File: config.mk
export PLATFORM = sky130hd
export DESIGN_NAME = div_arbiter
export DESIGN_NICKNAME = d
export VERILOG_FILES = /design/src/rtl/div_arb_pkg.sv /design/src/rtl/rr_arb_pick.sv /design/src/rtl/div_arbiter.sv
export SDC_FILE = /design/constraint.sdc
export NUM_CORES = 1
export LEC_CHECK = 0
export ABC_AREA = 1
export BUFFER_PORTS_ARGS = -buffer_cell sky130_fd_sc_hd__buf_2
export CORE_MARGIN = 5
export CORE_UTILIZATION = 50
export DETAILED_ROUTE_END_ITERATION = 10
export PLACE_DENSITY = 0.8
export SYNTH_ARGS = -nofsm -noshare
export SYNTH_HDL_FRONTEND = slang
export SYNTH_SLANG_ARGS = --single-unit
File: constraint.sdc
create_clock -name clk -period 3 [get_ports clk]
set_input_delay 0.3 -clock clk [delete_from_list [all_inputs] [get_ports clk]]
set_output_delay 0.3 -clock clk [all_outputs]
set_load 0.005 [all_outputs]
File: src/rtl/div_arb_pkg.sv
// Shared types and constants for the divider arbiter.
package div_arb_pkg;
    typedef enum logic [1:0] {ARB_IDLE, ARB_ISSUE, ARB_WAIT, ARB_RESP} arb_state_t;

    localparam int DIV_W   = 4;
    localparam int DIV_LAT = 5;
    localparam logic [DIV_W-1:0] DIV0_QUOT = 4'hF;
endpackage

File: src/rtl/rr_arb_pick.sv
// Combinational round-robin picker.
// Returns the first asserted request at or after rr_ptr, with wrap-around.
module rr_arb_pick #(
    parameter int N_REQ = 4,
    parameter int ID_W  = $clog2(N_REQ)
) (
    input  logic [N_REQ-1:0] req,
    input  logic [ID_W-1:0]  rr_ptr,
    output logic [N_REQ-1:0] grant,
    output logic [ID_W-1:0]  index,
    output logic             any
);
    int             pos_s;
    logic [ID_W-1:0] idx_s;

    // Scan from rr_ptr upward and keep the first hit only.
    always_comb begin
        grant = '0;
        index = '0;
        any   = 1'b0;
        pos_s = 0;
        idx_s = '0;
        for (int k = 0; k < N_REQ; k++) begin
            pos_s = int'(rr_ptr) + k;
            if (pos_s >= N_REQ) begin
                pos_s = pos_s - N_REQ;
            end else begin
                pos_s = pos_s;
            end
            idx_s = ID_W'(pos_s);
            if (!any && req[idx_s]) begin
                grant[idx_s] = 1'b1;
                index        = idx_s;
                any          = 1'b1;
            end else begin
                any = any;
            end
        end
    end
endmodule

File: src/rtl/div_arbiter.sv
// Shares one 4-bit divider among N_REQ requesters with round-robin arbitration.
// Optional macro DIV0_BYPASS_EN answers y==0 requests locally without using the divider.
module div_arbiter
    import div_arb_pkg::*;
#(
    parameter int N_REQ = 4,
    parameter int ID_W  = $clog2(N_REQ)
) (
    input  logic                   clk,
    input  logic                   rst,
    input  logic [N_REQ-1:0]       req_valid,
    output logic [N_REQ-1:0]       req_ready,
    input  logic [DIV_W*N_REQ-1:0] req_x,
    input  logic [DIV_W*N_REQ-1:0] req_y,
    output logic                   rsp_valid,
    output logic [ID_W-1:0]        rsp_id,
    output logic [DIV_W-1:0]       rsp_quot,
    output logic [DIV_W-1:0]       rsp_rem,
    output logic                   rsp_err,
    output logic                   div_start,
    output logic [DIV_W-1:0]       div_x,
    output logic [DIV_W-1:0]       div_y,
    input  logic                   div_valid,
    input  logic [DIV_W-1:0]       div_quot,
    input  logic [DIV_W-1:0]       div_rem
);
    arb_state_t       state_r;
    logic [ID_W-1:0]  rr_ptr_r;
    logic [ID_W-1:0]  id_r;
    logic [N_REQ-1:0] grant_s;
    logic [ID_W-1:0]  idx_s;
    logic             any_s;
    logic [ID_W-1:0]  next_ptr_s;
    logic [DIV_W-1:0] x_sel_s;
    logic [DIV_W-1:0] y_sel_s;

    rr_arb_pick #(
        .N_REQ (N_REQ),
        .ID_W  (ID_W)
    ) u_pick (
        .req    (req_valid),
        .rr_ptr (rr_ptr_r),
        .grant  (grant_s),
        .index  (idx_s),
        .any    (any_s)
    );

    assign x_sel_s    = req_x[DIV_W*int'(idx_s) +: DIV_W];
    assign y_sel_s    = req_y[DIV_W*int'(idx_s) +: DIV_W];
    assign next_ptr_s = (idx_s == ID_W'(N_REQ-1)) ? '0 : idx_s + ID_W'(1);

    // Accept strobe: only in idle, and never while reset is held.
    always_comb begin
        if (rst && (state_r == ARB_IDLE)) begin
            req_ready = grant_s;
        end else begin
            req_ready = '0;
        end
    end

`ifndef DIV0_BYPASS_EN
    assign rsp_err = 1'b0;
`endif

    // Arbitration FSM with operand, result and pointer registers.
    always_ff @(posedge clk or negedge rst) begin
        if (!rst) begin
            state_r   <= ARB_IDLE;
            rr_ptr_r  <= '0;
            id_r      <= '0;
            div_start <= 1'b0;
            div_x     <= '0;
            div_y     <= '0;
            rsp_valid <= 1'b0;
            rsp_id    <= '0;
            rsp_quot  <= '0;
            rsp_rem   <= '0;
`ifdef DIV0_BYPASS_EN
            rsp_err   <= 1'b0;
`endif
        end else begin
            case (state_r)
                ARB_IDLE: begin
                    if (any_s) begin
                        rr_ptr_r <= next_ptr_s;
                        id_r     <= idx_s;
                        div_x    <= x_sel_s;
                        div_y    <= y_sel_s;
`ifdef DIV0_BYPASS_EN
                        if (y_sel_s == {DIV_W{1'b0}}) begin
                            state_r   <= ARB_RESP;
                            rsp_valid <= 1'b1;
                            rsp_id    <= idx_s;
                            rsp_quot  <= DIV0_QUOT;
                            rsp_rem   <= x_sel_s;
                            rsp_err   <= 1'b1;
                        end else begin
                            state_r   <= ARB_ISSUE;
                            div_start <= 1'b1;
                        end
`else
                        state_r   <= ARB_ISSUE;
                        div_start <= 1'b1;
`endif
                    end else begin
                        state_r <= ARB_IDLE;
                    end
                end
                ARB_ISSUE: begin
                    div_start <= 1'b0;
                    state_r   <= ARB_WAIT;
                end
                ARB_WAIT: begin
                    if (div_valid) begin
                        rsp_valid <= 1'b1;
                        rsp_id    <= id_r;
                        rsp_quot  <= div_quot;
                        rsp_rem   <= div_rem;
`ifdef DIV0_BYPASS_EN
                        rsp_err   <= 1'b0;
`endif
                        state_r   <= ARB_RESP;
                    end else begin
                        state_r <= ARB_WAIT;
                    end
                end
                ARB_RESP: begin
                    rsp_valid <= 1'b0;
                    state_r   <= ARB_IDLE;
                end
                default: begin
                    div_start <= 1'b0;
                    rsp_valid <= 1'b0;
                    state_r   <= ARB_IDLE;
                end
            endcase
        end
    end
endmodule
=== Word level (Yosys, flattened, before mapping) ===
Cells that the tools add are included.

* Register bits: 26
* Output and inout port bits: 25

* $add $sub $neg: 8
* Order comparisons: 12
* Equality and inequality tests: 6
* Shifts and indexed selects: 2
* Multiplexer cells: 41
* Bitwise operators: 3
* Reduce and logical (&&, ||, !) cells: 18

{| class="wikitable"
|+ Operators by type and width
! cell !! number
|-
| $shiftx 16x5->4 || 2
|-
| $mux 4 || 5
|-
| $mux 2 || 9
|-
| $mux 1 || 16
|-
| $lt 2x3->1 const B || 4
|-
| $or 4x4->4 || 3
|-
| $ge 3x3->1 const B || 3
|-
| $bmux 1 s2 || 4
|-
| $demux 1 s2 || 4
|-
| $ge 2x1->1 const B || 4
|-
| $logic_and 1x1->1 || 8
|-
| $pmux 2 s4 || 1
|-
| $reduce_and 2->1 || 4
|-
| $sub 2x1->2 const B || 4
|-
| $add 2x2->3 const B || 2
|-
| $eq 2x2->1 const B || 3
|-
| $ne 2x2->1 const B || 2
|-
| $pmux 1 s2 || 2
|-
| $reduce_bool 2->1 || 2
|-
| $add 2x1->3 const B || 1
|-
| $ge 2x3->1 const B || 1
|-
| $logic_not 1->1 || 3
|-
| $add 2x1->2 const B || 1
|-
| $eq 2x1->1 const B || 1
|-
| $logic_not 2->1 || 1
|}

=== Depth between registers and ports, before layout ===
Gate-level depths: netlist of run 1.

* Depth in word-level cells: 16
* Mapped depth: 17

=== Hierarchy ===
Synthesis of run 1 repeated with hierarchy kept, for this count alone.

* Cells, all modules: 270
* Area total of the unflattened synthesis: 1871.8 µm²

{| class="wikitable"
|+ Modules (own cells, without submodules)
! module !! times used !! cells each !! area an instance (µm²) !! seq. area each (µm²)
|-
| div_arbiter || 1 || 196 || 1431.4 || 650.6
|-
| rr_arb_pick || 1 || 74 || 440.4 || 0.0
|}

=== Least setup slack after synthesis of run 1 ===
OpenSTA, ideal clock, no wires.

* Path kind: flip-flop to flip-flop
* From: reg rr_ptr_r[0]
* To: reg div_x[2]
* Data arrival time: 2112 ps
* Required time: 2883 ps
* Slack: 771 ps
* Stages on the path, launching flop included: 17
* Path buffers: 3
* Period minus slack after synthesis: 2229 ps
* Cells stage by stage: dfrtp_1 buf_6 inv_4 buf_6 ha_1 inv_1 nand3_1 nand2_2 nor2_8 nand4_4 nand2_4 buf_6 nand2_1 nand3_1 nand2_1 nand2_1 nand2_1

* Longest elaborated chain between the ends: 15
* Elaborated cells between the ends (all ways): 39

{| class="wikitable"
|+ Ends and longest elaborated chain
! item !! RTL line !! source
|-
| start, declared || div_arbiter.sv:28 || <nowiki>logic [ID_W-1:0] rr_ptr_r;</nowiki>
|-
| start signal, assigned || div_arbiter.sv:85 || <nowiki>rr_ptr_r <= next_ptr_s;</nowiki>
|-
| parallel branches: the longest is 15 deep, another holds $add 2x1->3 || n/a ||
|-
| end signal, assigned || div_arbiter.sv:87 || <nowiki>div_x <= x_sel_s;</nowiki>
|-
| end, declared || div_arbiter.sv:21 || <nowiki>output logic [DIV_W-1:0] div_x,</nowiki>
|}

Several ways; the timed one is not identified. The select of a mux whose other input is x is not followed.
A chain may end at the register's enable or synchronous reset.

=== Worst setup path in the final report of run 1 ===
* From: reg rr_ptr_r[1]
* To: out req_ready[3]

* Longest elaborated chain between the ends: 15
* Elaborated cells between the ends (all ways): 60

{| class="wikitable"
|+ Ends and longest elaborated chain
! item !! RTL line !! source
|-
| parallel branches: the longest is 13 deep, another holds $add 2x1->3 || n/a ||
|-
| $mux 4 * || rr_arb_pick.sv:31 || <nowiki>if (!any && req[idx_s]) begin</nowiki>
|-
| $mux 4 * || div_arbiter.sv:54 || <nowiki>if (rst && (state_r == ARB_IDLE)) begin</nowiki>
|-
| end, declared || div_arbiter.sv:12 || <nowiki>output logic [N_REQ-1:0] req_ready,</nowiki>
|}

Mark *: on every way between the ends. The select of a mux whose other input is x is not followed.

==> results of run 1 <==
==> metrics by stage <==
step                      total power [W]  cells  hold WS, ps  setup WS, ps  utilization
after floorplan                   0.00225    300         4.41           771            -
after global placement            0.00268    413          330           596        0.601
after detailed placement          0.00271    413          328           502        0.601
after CTS                         0.00295    417         34.9           257        0.615
after global routing              0.00328    417         65.1          3.37        0.615
final                             0.00294    417         16.5           195        0.615
==> layout make-up <==
cell class | count | share of cell area
Clock buffer | 4 | 0.0226
Inverter | 58 | 0.0902
Multi-Input combinational cell | 207 | 0.445
Sequential cell | 26 | 0.267
Tap cell | 50 | 0.0256
Timing Repair Buffer | 72 | 0.150
==> logic make-up after synthesis <==
| family | after synthesis | synth area share |
|---|---|---|
| flip-flops | 26 | 0.322 |
| buffers and inverters | 67 | 0.141 |
| adder cells (fa/ha/maj) | 11 | 0.0680 |
| AO/OA/AOI/OAI | 18 | 0.0526 |
| other | 1 | 0.00185 |
| AND/OR/NAND/NOR | 177 | 0.415 |
==> flip-flops by register name (all words and copies together), names as in the netlist <==
signal,cells
div_start,1
state_r,2
rsp_rem,4
rsp_quot,4
id_r,2
div_x,4
rr_ptr_r,2
rsp_id,2
rsp_valid,1
div_y,4
==> report_power, final <==
group	internal (W)	switching (W)	total, W	leakage [nW]
Sequential	0.000530	0.000100	0.000630	0.319
Combinational	0.000717	0.00137	0.00209	1.19
Clock	0.000117	0.000105	0.000222	0.0288
==> worst max-delay path, stage by stage, from the launching register on <==
cell	delay [ps]
dfrtp_1	500
inv_2	140
ha_1	390
inv_1	100
nand3_1	100
nand2_2	110
nor3_1	440
nand3_1	150
nand4_1	110
nand2_1	50
inv_1	40
buf_2	100
==> layout by cell type, fill, tap and decap left out, types with 2 or more instances in the layout <==
| master | synthesis | layout |
|---|---|---|
| a22oi_1 | 3 | 3 |
| buf_2 | 4 | 70 |
| buf_4 | 1 | 2 |
| nand4_1 | 3 | 3 |
| nand2_1 | 103 | 103 |
| inv_1 | 53 | 53 |
| o21ai_0 | 7 | 7 |
| o21ai_1 | 2 | 2 |
| inv_2 | 3 | 3 |
| nand2_2 | 5 | 5 |
| ha_1 | 11 | 11 |
| clkbuf_8 | 0 | 4 |
| nand2_4 | 4 | 4 |
| nor2_1 | 2 | 2 |
| a21oi_1 | 3 | 3 |
| nand3_1 | 54 | 54 |
| dfrtp_1 | 26 | 26 |
==> layer usage <==
| metal | share of wire | track usage | wire, µm | vias up |
|---|---|---|---|---|
| met5 | 0 | 0 | 0 | - |
| met4 | 0.0063 | 0.0402 | 31 | 0 |
| met3 | 0.059 | 0.0328 | 292 | 4 |
| met2 | 0.49 | 0.323 | 2440 | 74 |
| met1 | 0.44 | 0.254 | 2170 | 910 |
| li1 | - | - | - | 1061 |
==> worst paths after layout <==
path                                  start      endpoint
worst max-delay path            rr_ptr_r[1]  req_ready[3]
worst min-delay path                    rst    rsp_rem[2]
worst max register to register  rr_ptr_r[1]     div_start
worst min register to register   rsp_rem[1]    rsp_rem[1]
max in group asynchronous               rst      div_x[0]
min in group clk                 div_rem[1]    rsp_rem[1]
==> results by group, run 1 <==
Synthesis
  – Synth async-reset ratio: 1.00
  – Top_reg_cell synth: dfrtp_1
  – Most frequent cells after synthesis: nand2_1, nand3_1, inv_1, dfrtp_1, ha_1
  – Syn Inst Count: 300
  – Area share of the leading cell type in the synthesized netlist: 0.322
  – #FFs+latches synth: 26
  – EDFF count, synth: 0
  – Area leader, netlist: dfrtp_1
  – Area contributors post-synth: dfrtp_1, nand2_1, nand3_1
  – Syn nets: ~360
  – Seq/Total Area, Yosys: 0.322
  – Mapped cell area: 0.00202 mm²
  – Syn_area_per_cell: roughly 6.7 µm²
  – Synth warnings: 0
  – Synth cell types: 30
  – Most common cell in the netlist: nand2_1

Timing
  – Post-route minimum period: 2800 ps
  – Final period util: 0.935
  – Final Setup Violations: 0
  – Slew margin rel.: 0.617
  – Slew Viols, Final: 0
  – FMAX: between 300 and 400 MHz
  – Slew of the pin with the lowest slew margin: 574 ps
  – Final Hold Viols: 0
  – RSZ-0062 raised after global routing: false
  – Setup TNS: 0 ps
  – Setup Skew: ~4.4 ps

Placed design
  – PortBufs: 70
  – Post-detail-place hpwl: 3.80 mm
  – Gpl congestion: approximately 0.91
  – Area after DPL: 0.00239 mm²

Floorplanning
  – Starting density of the core: 0.509
  – Boundary Pins: 72
  – Chip Width: ~74 µm
  – Rows: 23
  – Core area: 0.00397 mm²
  – Die Y-Extent: around 74 µm
  – Die area: between 0.005 and 0.006 mm²

GRT
  – First-pass GRT wire length: 8.38 mm
  – GR Overflow Total: 0
  – All-layer global routing usage: 0.190
  – Initial antenna violation count: 0
  – Vias in the first global route: roughly 2000
  – Largest net degree at the start of global routing: 28

Finish
  – Number of fill cells: a little under 400
  – Design Area, Final: 0.00244 mm²
  – Area grow syn2layout: 20.7%
  – Ratio of cells with drive above 1 in the final layout: 0.259
  – Multi-input logic area: approximately 0.0011 mm²
  – Total Nets Final: approximately 430
  – ANT cells: 0
  – Storage cell area: ~650 µm²

CTS
  – Postcts setup bufs: 0
  – Hold-fix buffers at CTS: 0
  – CTS resizes: 0
  – Clock sink count: 26
  – CTS clk-pin slew, worst paths: 90 ps
  – Root buf cell: clkbuf_8
  – Clk Latency, worst-skew pair: between 200 and 300 ps
  – CTS tree: built
  – Total CTS buffers: 3
  – H-tree Lvls: 1
  – Max Root-Sink Buffers: 2

Setup path
  – Crit end category: primary output
  – CP max FO: 8
  – Worst setup SP type: flip-flop
  – Crit path required time: between 2000 and 3000 ps
  – Register-to-register setup slack: 400 ps
  – Path depth of the worst reg2reg path: 11
  – CP Class: flip-flop to primary output
  – Arr. time, crit path: approximately 2500 ps

Outcome
  – Status: finished, final reports clean

Detailed routing
  – DR vias/cell: between 4 and 5
  – Total number of vias: 2049
  – WL final: 4.94 mm
  – Post-route ant nets: 0
  – Drt pass-1 iters: 5
  – Avg WL per Cell: approximately 12 µm
  – DRC: 0
  – DR iter-0 viols: around 110

Pwr
  – P_leak: 1.54 nW
  – Maximum VDD drop: between 0.5 and 0.6 mV
  – Pwr Density: 1200 mW/mm²

Hold path
  – Hold WC Path Type: input port to asynchronous set/reset pin

Run
  – Maxcap violations: 0
(Power assumes the default switching activity.)
==> run 2, diff against run 1 <==
- MAX_ROUTING_LAYER: not set -> met4
==> results by group, run 2 (same netlist as run 1, synthesis figures left out) <==
GRT
  – Initial antenna violation count: 0
  – GR Overflow Total: 0
  – Vias in the first global route: slightly below 2000
  – Largest net degree at the start of global routing: 28
  – First-pass GRT wire length: roughly 8.3 mm
  – All-layer global routing usage: 0.193

CTS
  – Root buf cell: clkbuf_8
  – Clk Latency, worst-skew pair: 270 ps
  – Max Root-Sink Buffers: 2
  – Total CTS buffers: 3
  – CTS clk-pin slew, worst paths: roughly 90 ps
  – Clock sink count: 26
  – H-tree Lvls: 1
  – CTS tree: built

Floorplanning
  – Boundary Pins: 72
  – Die area: 0.00542 mm²
  – Starting density of the core: 0.509
  – Core area: just under 0.004 mm²
  – Chip Width: around 74 µm
  – Rows: 23
  – Die Y-Extent: around 74 µm

Finish
  – Total Nets Final: 426
  – Fin cells: 417
  – Commonest non-fill, non-tap cell in the layout: nand2_1
  – Area grow syn2layout: 21.7%
  – Util after Layout: 0.620
  – Number of fill cells: ~380
  – Storage cell area: around 650 µm²
  – Multi-input logic area: between 0.001 and 0.0015 mm²
  – Ratio of cells with drive above 1 in the final layout: 0.262
  – Most frequent cells in the layout: nand2_1, buf_2, nand3_1
  – ANT cells: 0

Run
  – Maxcap violations: 0

Placed design
  – Placed cells: roughly 410
  – Post-placement setup slack: about 480 ps
  – Post-detail-place hpwl: roughly 3.9 mm
  – Gpl congestion: between 0.9 and 1
  – PortBufs: 70

Setup path
  – Crit end category: primary output
  – CP max FO: 8
  – CP endpoint: req_ready[3]
  – Worst setup SP type: flip-flop
  – Critical path depth in cells: 11
  – Arr. time, crit path: ~2300 ps
  – Path depth of the worst reg2reg path: 11
  – CP startpoint: rr_ptr_r[1]
  – Worst Path Buf+Inv: 4
  – CP max-delay cell: dfrtp_1
  – Critical Path Max Stage Delay: around 500 ps
  – Critical path's top delay family: simple AND/OR/NAND/NOR gates
  – R2r endpoint: div_start
  – CP Class: flip-flop to primary output
  – Critical-path cell list: inv_2 > ha_1 > inv_1 > nand3_1 > nand2_2 > nor3_2 > nand3_1 > nand4_1 > nand2_1 > inv_1 > buf_2
  – Register-to-register setup slack: about 430 ps
  – Origin of the critical flop-to-flop path: rr_ptr_r[1]
  – Crit path required time: roughly 2700 ps

Timing
  – Final Hold Viols: 0
  – Final period util: 0.878
  – Post-route minimum period: 2630 ps
  – Slew margin rel.: 0.618
  – Setup WS post-layout: between 300 and 400 ps
  – FMAX: ~380 MHz
  – RSZ-0062 raised after global routing: false
  – Final Setup Violations: 0
  – Slew of the pin with the lowest slew margin: 572 ps
  – Setup Skew: between 1.5 and 2 ps
  – Setup TNS: 0 ps
  – Slew Viols, Final: 0

Hold path
  – Hold WC Path Type: input port to asynchronous set/reset pin

Detailed routing
  – DR vias/cell: around 5
  – WL final: between 4 and 5 mm
  – DR iter-0 viols: 102
  – Total number of vias: just over 2000
  – Avg WL per Cell: between 10 and 15 µm
  – Drt pass-1 iters: 4
  – DRC: 0
  – Post-route ant nets: 0

Pwr
  – Pwr Density: roughly 1200 mW/mm²
  – Maximum VDD drop: approximately 0.61 mV
  – P_leak: approximately 1.5 nW

Outcome
  – Status: finished, final reports clean
## run 2: layout make-up
cell class                 count  share of cell area
clock buffer                   3              0.0168
clock inverter                 1              0.0122
inverter                      58              0.0894
multi-input combinational    207               0.444
sequential                    26               0.264
tap                           50              0.0254
timing repair buffer          72               0.148
## run 2: worst min-delay path by stage
stage                     from           to  depth (start not counted)
after global routing       rst  rsp_quot[1]                          1
after global placement     rst   rsp_rem[1]                          1
after detailed placement   rst   rsp_rem[1]                          1
after CTS                  rst  rsp_quot[1]                          1
after floorplan            rst    div_start                          0
final                      rst   rsp_rem[1]                          1
## run 2: metal layers
metal,wire length (µm),track usage,up-vias
met5,0,-,-
met1,2200,0.251,925
met3,235,0.0233,8
met4,80,0.0463,0
met2,2370,0.319,65
li1,-,-,1060
## run 2: stage by stage
step | power [W] | area (µm²) | hold WS [ps]
after floorplan | 0.00225 | 2020 | 4.41
after global placement | 0.00268 | 2390 | 326
after detailed placement | 0.00272 | 2390 | 330
after CTS | 0.00301 | 2460 | 34.4
after global routing | 0.00336 | 2460 | 67.4
final | 0.00300 | 2460 | 17.4
## run 2: report_power, final
| part | switching, W | internal [W] |
|---|---|---|
| Combinational | 0.00136 | 0.000720 |
| Clock | 0.000108 | 0.000178 |
| Sequential | 0.000103 | 0.000530 |
## run 2: what timing repair did
action	4_1_cts	5_1_grt
resized for setup	0	1
hold endpoints to repair	0	0
hold buffers	0	0
buffers inserted	0	0
setup endpoints to repair	0	1
==> run 3, diff against run 2 <==
- CORE_UTILIZATION: 50 -> 25
- CTS_BUF_LIST: not set -> sky130_fd_sc_hd__clkbuf_8
- PLACE_DENSITY: 0.8 -> 0.46
==> results by group, run 3 (same netlist as run 1, synthesis figures left out) <==
Setup path
  – Path depth of the worst reg2reg path: 11
  – CP max-delay cell: dfrtp_1
  – CP max FO: 8
  – Arr. time, crit path: 2310 ps
  – Worst Path Buf+Inv: 4
  – Crit path required time: 2700 ps
  – Register-to-register setup slack: just under 500 ps
  – Worst setup SP type: flip-flop
  – Crit end category: primary output
  – Critical path depth in cells: 11
  – R2r endpoint: div_start
  – Worst path most repeated cell: nand3_1
  – Critical Path Max Stage Delay: about 500 ps
  – Critical path's top delay family: simple AND/OR/NAND/NOR gates
  – CP startpoint: rr_ptr_r[1]
  – Origin of the critical flop-to-flop path: rr_ptr_r[1]
  – CP Class: flip-flop to primary output
  – Critical-path cell list: inv_2 > ha_1 > inv_1 > nand3_1 > nand2_2 > nor3_2 > nand3_1 > nand3_1 > nand2_1 > inv_1 > buf_2

Floorplanning
  – Boundary Pins: 72
  – Die area: ~0.010 mm²
  – Core area: between 0.007 and 0.008 mm²
  – Rows: 32
  – Starting density of the core: 0.259
  – Die Y-Extent: about 100 µm
  – Chip Width: roughly 100 µm

Detailed routing
  – DR vias/cell: around 4.4
  – DR iter-0 viols: 60
  – WL final: roughly 5.7 mm
  – Total number of vias: ~2100
  – DRC: 0
  – Avg WL per Cell: 12.2 µm
  – Post-route ant nets: 0
  – Drt pass-1 iters: 4

Finish
  – Fin cells: between 400 and 500
  – Ratio of cells with drive above 1 in the final layout: 0.266
  – Design Area, Final: 0.00254 mm²
  – Area grow syn2layout: 25.7%
  – ANT cells: 0
  – Number of fill cells: roughly 870
  – Commonest non-fill, non-tap cell in the layout: nand2_1
  – Util after Layout: 0.326
  – Most frequent cells in the layout: nand2_1, buf_2, nand3_1
  – Total Nets Final: about 430

Timing
  – FMAX: between 300 and 400 MHz
  – Final Hold Viols: 0
  – Setup TNS: 0 ps
  – Final Setup Violations: 0
  – Slew Viols, Final: 0
  – RSZ-0062 raised after global routing: false
  – Post-route minimum period: 2610 ps
  – Setup Skew: ~1.3 ps
  – Final period util: 0.870

GRT
  – Initial antenna violation count: 0
  – GR Overflow Total: 0
  – First-pass GRT wire length: slightly below 10 mm
  – Largest net degree at the start of global routing: 27
  – Vias in the first global route: approximately 2100
  – All-layer global routing usage: 0.123

Hold path
  – Hold WC Path Type: input port to asynchronous set/reset pin

CTS
  – Clk Latency, worst-skew pair: 270 ps
  – CTS tree: built
  – Total CTS buffers: 3
  – Max Root-Sink Buffers: 2
  – Clock sink count: 26
  – H-tree Lvls: 1
  – Hold-fix buffers at CTS: 0
  – CTS clk-pin slew, worst paths: about 90 ps
  – Root buf cell: clkbuf_8

Placed design
  – Gpl congestion: 0.806
  – Placed cells: ~470
  – PortBufs: 70
  – Post-detail-place hpwl: roughly 4.6 mm
  – Area after DPL: 0.00247 mm²

Pwr
  – Comb pwr share: 0.694
  – Pwr Density: 1190 mW/mm²
  – Internal: about 0.0014 W
  – Switch Pwr: ~0.0016 W
  – Maximum VDD drop: approximately 0.44 mV
  – Seq pwr share: 0.210
  – P_leak: about 1.6 nW
  – Clock Power Share: 0.095
  – Sw Share: 0.527

Outcome
  – Status: finished, final reports clean

Run
  – Maxcap violations: 0
-- run 3: cell count changes in the layout (fill, tap and decap cells not counted) --
| cell | before | now |
|---|---|---|
| buf_4 | 2 | 4 |
-- run 3: metrics by stage --
stage / setup slack [ps] / hold slack [ps] / power [W]
after floorplan: 771 / 4.41 / 0.00225
after detailed placement: 540 / 372 / 0.00277
after global placement: 612 / 377 / 0.00277
after global routing: 170 / 80.4 / 0.00342
final: 391 / 50.9 / 0.00303
after CTS: 245 / 63.2 / 0.00307
-- run 3: what timing repair did --
item	4_1_cts	5_1_grt
resized for setup	0	1
endpoints found under the hold margin	0	0
setup buffers	0	0
setup endpoints to repair	0	1
-- run 3: worst register-to-register path, cell delays in order, from the launching register on --
cell,delay (ps)
dfrtp_1,500
inv_2,150
ha_1,390
inv_1,90
nand3_1,110
nand2_2,120
nor2_8,160
nand4_4,210
nand2_1,140
inv_1,210
o21ai_0,250
inv_1,60
-- run 3: layout make-up --
type                            count  area, µm²  share of cell area
Clock inverter                      1       30.0              0.0118
Timing Repair Buffer               74        380               0.150
Inverter                           58        220              0.0866
Multi-Input combinational cell    207       1090               0.430
Clock buffer                        3       41.3              0.0162
Sequential cell                    26        651               0.256
Tap cell                          102        128              0.0502
-- run 3: worst max-delay path by stage --
stage,endpoint,slack [ps]
final,req_ready[1],390
after global routing,req_ready[1],170
after CTS,req_ready[1],250
after detailed placement,id_r[1],540
after global placement,rr_ptr_r[1],610
after floorplan,div_x[2],770
-- run 3: power by group through the flow --
stage	clock [W]	combinational, W	sequential [W]
floorplan	0	0.00160	0.000643
global placement	0	0.00212	0.000645
detailed placement	0	0.00212	0.000643
CTS	0.000303	0.00213	0.000638
global route	0.000316	0.00244	0.000658
finish	0.000289	0.00211	0.000638
-- run 3: per-layer routing --
layer | part of all wire | global-route usage | vias to the layer above
li1 | - | - | 1068
met1 | 0.47 | 0.157 | 926
met2 | 0.48 | 0.207 | 58
met3 | 0.040 | 0.0167 | 6
met4 | 0.0087 | 0.0284 | 0
met5 | 0 | - | -
